===== config.mk =====
export PLATFORM = sky130hd
export DESIGN_NAME = rtttl_tone_generator
export DESIGN_NICKNAME = d
export VERILOG_FILES = /design/src/rtl/rtttl_pkg.sv /design/src/rtl/rtttl_note_period.sv /design/src/rtl/rtttl_tone_generator.sv
export SDC_FILE = /design/constraint.sdc
export NUM_CORES = 1
export LEC_CHECK = 0
export CAP_MARGIN = 0
export CORE_MARGIN = 8
export CORE_UTILIZATION = 61
export CTS_CLUSTER_SIZE = 28
export DETAILED_ROUTE_END_ITERATION = 16
export GPL_ROUTABILITY_DRIVEN = 0
export GPL_TIMING_DRIVEN = 0
export PLACE_DENSITY = 0.81
export SYNTH_ARGS = -nofsm -noshare
export SYNTH_HDL_FRONTEND = slang
export SYNTH_SLANG_ARGS = --single-unit
export TNS_END_PERCENT = 30

===== constraint.sdc =====
create_clock -name clk -period 5.55 [get_ports clk]
set_input_delay 0.555 -clock clk [delete_from_list [all_inputs] [get_ports clk]]
set_output_delay 0.555 -clock clk [all_outputs]
set_load 0.01 [all_outputs]

===== src/rtl/rtttl_pkg.sv =====
// Shared RTTTL pitch definitions: note encoding, octave limits and the
// octave-4 half-period table for a 1 MHz clock.
package rtttl_pkg;

  localparam logic [3:0] NOTE_REST = 4'd0;
  localparam logic [3:0] NOTE_C    = 4'd1;
  localparam logic [3:0] NOTE_CS   = 4'd2;
  localparam logic [3:0] NOTE_D    = 4'd3;
  localparam logic [3:0] NOTE_DS   = 4'd4;
  localparam logic [3:0] NOTE_E    = 4'd5;
  localparam logic [3:0] NOTE_F    = 4'd6;
  localparam logic [3:0] NOTE_FS   = 4'd7;
  localparam logic [3:0] NOTE_G    = 4'd8;
  localparam logic [3:0] NOTE_GS   = 4'd9;
  localparam logic [3:0] NOTE_A    = 4'd10;
  localparam logic [3:0] NOTE_AS   = 4'd11;
  localparam logic [3:0] NOTE_B    = 4'd12;

  localparam logic [3:0] OCT_MIN = 4'd4;
  localparam logic [3:0] OCT_MAX = 4'd7;

  localparam int CLK_HZ = 1_000_000;
  localparam int BASE_W = 11;

  // Half-periods in clk cycles for octave 4, C first.
  localparam logic [BASE_W-1:0] BASE_HALF_PERIOD [12] = '{
    11'd1911, 11'd1804, 11'd1703, 11'd1607, 11'd1517, 11'd1432,
    11'd1351, 11'd1276, 11'd1204, 11'd1136, 11'd1073, 11'd1012
  };

  function automatic logic note_is_valid(input logic [3:0] note);
    return (note >= NOTE_C) && (note <= NOTE_B);
  endfunction

  // Invalid notes map to the C entry so the period is never zero.
  function automatic logic [BASE_W-1:0] base_half_period(input logic [3:0] note);
    logic [3:0] idx;
    idx = note_is_valid(note) ? (note - NOTE_C) : 4'd0;
    return BASE_HALF_PERIOD[idx];
  endfunction

endpackage


===== src/rtl/rtttl_note_period.sv =====
// Combinational pitch lookup: clamps the octave to 4..7 and returns the
// half-period in clk cycles for the given note.
module rtttl_note_period
  import rtttl_pkg::*;
#(
  parameter int CNT_W = 11
) (
  input  logic [3:0]       octave,
  input  logic [3:0]       note,
  output logic [CNT_W-1:0] half_period
);

  logic [3:0]        oct_clamped;
  logic [1:0]        shift;
  logic [BASE_W-1:0] base;
  logic [BASE_W-1:0] scaled;

  always_comb begin
    oct_clamped = octave;
    if (octave < OCT_MIN) begin
      oct_clamped = OCT_MIN;
    end else if (octave > OCT_MAX) begin
      oct_clamped = OCT_MAX;
    end
    shift       = 2'(oct_clamped - OCT_MIN);
    base        = base_half_period(note);
    scaled      = base >> shift;
    half_period = CNT_W'(scaled);
  end

endmodule


===== src/rtl/rtttl_tone_generator.sv =====
// Square-wave tone generator: latches the sequencer pitch pair, restarts the
// waveform on any change and toggles the output every half-period.
module rtttl_tone_generator
  import rtttl_pkg::*;
#(
  parameter int CNT_W = 11
) (
  input  logic       clk,
  input  logic       rstn,
  input  logic [3:0] octave,
  input  logic [3:0] note,
  output logic       tone,
  output logic       active
);

  logic [3:0]       cur_oct_q, cur_oct_d;
  logic [3:0]       cur_note_q, cur_note_d;
  logic [CNT_W-1:0] cnt_q, cnt_d;
  logic             tone_q, tone_d;
  logic             active_q, active_d;

  logic [CNT_W-1:0] half_period;
  logic             pitch_change;

  rtttl_note_period #(
    .CNT_W (CNT_W)
  ) u_note_period (
    .octave      (cur_oct_q),
    .note        (cur_note_q),
    .half_period (half_period)
  );

  assign pitch_change = {octave, note} != {cur_oct_q, cur_note_q};

  always_comb begin
    cur_oct_d  = cur_oct_q;
    cur_note_d = cur_note_q;
    cnt_d      = cnt_q;
    tone_d     = tone_q;
    active_d   = active_q;
    // A change takes priority over a terminal-count toggle on the same edge.
    if (pitch_change) begin
      cur_oct_d  = octave;
      cur_note_d = note;
      cnt_d      = '0;
      tone_d     = 1'b0;
      active_d   = note_is_valid(note);
    end else if (note_is_valid(cur_note_q)) begin
      if (cnt_q == half_period - CNT_W'(1)) begin
        cnt_d  = '0;
        tone_d = ~tone_q;
      end else begin
        cnt_d = cnt_q + CNT_W'(1);
      end
    end else begin
      cnt_d    = '0;
      tone_d   = 1'b0;
      active_d = 1'b0;
    end
  end

  always_ff @(posedge clk or negedge rstn) begin
    if (!rstn) begin
      cur_oct_q  <= '0;
      cur_note_q <= NOTE_REST;
      cnt_q      <= '0;
      tone_q     <= 1'b0;
      active_q   <= 1'b0;
    end else begin
      cur_oct_q  <= cur_oct_d;
      cur_note_q <= cur_note_d;
      cnt_q      <= cnt_d;
      tone_q     <= tone_d;
      active_q   <= active_d;
    end
  end

  assign tone   = tone_q;
  assign active = active_q;

endmodule

==> results of run 1 <==
[cells in the final DEF, fill, tap and decap left out, types with 3 or more instances in the layout]
cell	instances
nor2_1	23
dfrtp_1	21
a21oi_1	18
nand3_1	18
clkbuf_1	14
xor2_1	12
xnor2_1	11
clkdlybuf4s50_1	11
nand2_1	10
o21ai_0	10
and3_1	10
nor3_1	9
inv_1	8
buf_2	6
nand4_1	6
ha_1	6
nand2b_1	5
nor2b_1	5
o211ai_1	4
and2_1	4
or2_2	3
a21o_1	3
a211oi_1	3
o22ai_1	3
o32a_1	3
a31oi_1	3
or3_1	3
clkbuf_4	3
[tightest hold or removal path, stage by stage, from the launching register on]
cell	delay, ns
dfrtp_1	0.37
nand3_1	0.06
o21ai_0	0.07
[through the flow]
stage | utilization, % | area, um2
5_1_grt | 70.4 | 2380
3_3_place_gp | 69.4 | 2350
3_5_place_dp | 69.4 | 2350
2_1_floorplan | - | 2180
4_1_cts | 70.2 | 2380
6_report | 70.4 | 2380
[cell families after synthesis]
logic type | Yosys count
AND/OR/NAND/NOR | 113
XOR/XNOR | 23
AO/OA/AOI/OAI | 75
multiplexers | 4
adder cells (fa/ha/maj) | 6
buffers and inverters | 28
flip-flops | 21
[worst max-delay path by stage]
stage	start	end	slack, ns	depth (start not counted)
finish	cur_note_q[0]	cnt_q[6]	0.55	19
global route	cur_note_q[0]	cnt_q[4]	0.16	20
CTS	cur_note_q[0]	cnt_q[6]	0.46	19
global placement	cur_note_q[0]	cnt_q[2]	0.58	19
detailed placement	cur_note_q[0]	cnt_q[2]	0.50	19
floorplan	cur_note_q[0]	cnt_q[2]	1.14	18
[layout make-up]
| cell class | count | area share, % |
|---|---|---|
| Tap cell | 46 | 2.41 |
| Sequential cell | 21 | 22.0 |
| Multi-Input combinational cell | 221 | 64.8 |
| Clock buffer | 4 | 1.10 |
| Inverter | 8 | 1.26 |
| Buffer | 20 | 3.78 |
| Timing Repair Buffer | 11 | 4.62 |
[registers in the layout, summed over array words and instances, names as in the netlist]
register and cells:
active 1, cnt_q 11, cur_note_q 4, cur_oct_q 4, tone 1
[routing by layer]
layer	up-vias	GRT usage, %	wire [um]	part of all wire, %
met5	-	0	0	0
met4	0	7.68	74	1.4
met3	5	1.32	261	5.1
met2	54	31.3	2370	46
met1	957	26.9	2430	47
li1	1038	-	-	-
[where the power goes]
part	switching [mW]	leakage [nW]	internal, mW
clock network	0.0450	0.0150	0.0281
registers	0.00446	0.271	0.156
logic	0.104	0.636	0.0751
==> results_dict.tcl, run 1 <==
set metrics [dict create \
    min_period_over_period_pct 90.2 \
    grt_usage_pct 19.7 \
    ant_nets 0 \
    slowest_delay_ns 0.52 \
    cts_buffer_depth 2 \
    crit_top_cell "ha_1" \
    fmax_mhz 200 \
    cts_root_buf "clkbuf_4" \
    drt_iter0_markers 185 \
    ys_types 64 \
    cp_num_buf_inv 4 \
    tns_ns 0 \
    avgSynthCellArea_um2 8.09 \
    path_cells "buf_6 -> inv_1 -> ha_1 -> or4b_1 -> and2_1 -> nand2_1 -> ha_1 -> o21ai_0 -> o32a_1 -> a2bb2oi_2 -> ha_1 -> inv_1 -> a2111oi_4 -> a21oi_1 -> or4_1 -> a311o_1 -> o21ai_1 -> buf_2 -> nor2_1" \
    seq_area_frac_synth_pct 24.1 \
    start_kind "flip-flop" \
    core_area_um2 3390 \
    setup_ws_ns 0.546 \
    viasPerCell 6.21 \
    htree_levels 1 \
    path_max_fanout 10 \
    wl_per_cell_um 15.5 \
    cts_made_buffers 3 \
    vdd_drop_max_v 0.000164 \
    synth.most_common_cell "nor2_1" \
    powerDensity_nw_per_um2 173 \
    power_uw 413 \
    min_to "active" \
    rsz0062_at_grt "false" \
    critPathSlowestCell "or4_1" \
    initial_core_util_pct 64.5 \
    hp-class "reg -> reg" \
    cp-end-kind "flip-flop" \
    slew_headroom_pct 41.6 \
    synth-seq-cells 21 \
    cp.required_ns 5.75 \
    cts_tree "done" \
    yosysWarnings 0 \
    num_antenna_cells 0 \
    grt_max_degree 22 \
    p_leak_nw 0.922 \
    num_rows 21 \
    holdPathStages 2 \
    crit_type "reg -> reg" \
    synth_edf_count 0 \
    cp.arrival_ns 5.21 \
    seq_area_um2 526 \
    clock_skew_ns 0.00194 \
    synth_top_family_by_area "simple AND/OR/NAND/NOR gates" \
    period_needed_ns 5.00 \
    synth_flop_cell "dfrtp_1" \
    async_flop_share_pct 100 \
    synth_xor_xnor_area_share_pct 9.22 \
    setup_viol 0 \
    die_w_um 75.8 \
    slew_violations 0 \
    multi_input_area_um2 1550 \
    r2r-start "cur_note_q[0]" \
    r2r_setup_slack_ns 0.55 \
    dpl_worst_slack_ns 0.497 \
    cts_resized 0 \
    hp-start "active" \
    fill_cells 280 \
    synth.cell_area_um2 2180 \
    antenna_found_initial 0 \
    synthCells 270 \
    dp_hpwl_mm 4.04 \
    clkTransAtPathRegs_ns 0.11 \
    crit_family "compound AO/OA/AOI/OAI gates" \
    cts.sinks 21 \
    synth_compound_area_share_pct 26.4 \
    hold_slack_ns 0.528 \
    fin_cells 331 \
    cts_hold_buf 0 \
    status "finished clean" \
    yosysTopAreaCell "dfrtp_1" \
    overflow 0 \
    area_growth_pct 9.16 \
    drv_cap 0 \
    dieArea_um2 5750 \
    grt_pass1_vias 1984 \
    synth_nets 286 \
    tightestPinTransition_ns 0.874 \
    io_buffers 11 \
    yosys-top-cells-count "nor2_1 (23), dfrtp_1 (21), a21oi_1 (18), nand3_1 (18), clkbuf_1 (13)" \
    drive_above_1_share_pct 9.82 \
    reg2reg_to "cnt_q[6]" \
    fin_nets 302 \
    vias 2054 \
    synth_top_area_share_pct 24.1 \
    die_h_um 75.8 \
    clock_latency_ns 0.31 \
    synthAdderAreaFrac_pct 3.44 \
    muxShareOfSynthArea_pct 1.95 \
    wl_mm 5.14 \
    drt_pass1_iterations 4 \
    boundaryPins 12 \
    rr_worst_depth 19 \
    grt_pass1_wl_mm 8.95 \
    synth-simple-area-share_pct 29.4 \
    synthTopCellsByArea "dfrtp_1 (24%), xor2_1 (4.8%), xnor2_1 (4.4%)" \
    hold_violations 0 \
    dp_cells 327 \
    cts_setup_buffers 0 \
    drcViolationCount 0 \
]
Note: power is estimated with default switching activity, not from simulation.
==> inputs of run 2 (changes only) <==
CAP_MARGIN = 20   (was 0)
==> results of run 2 <==
Same layout as run 1: the final DEF is identical, and so are final timing and power.
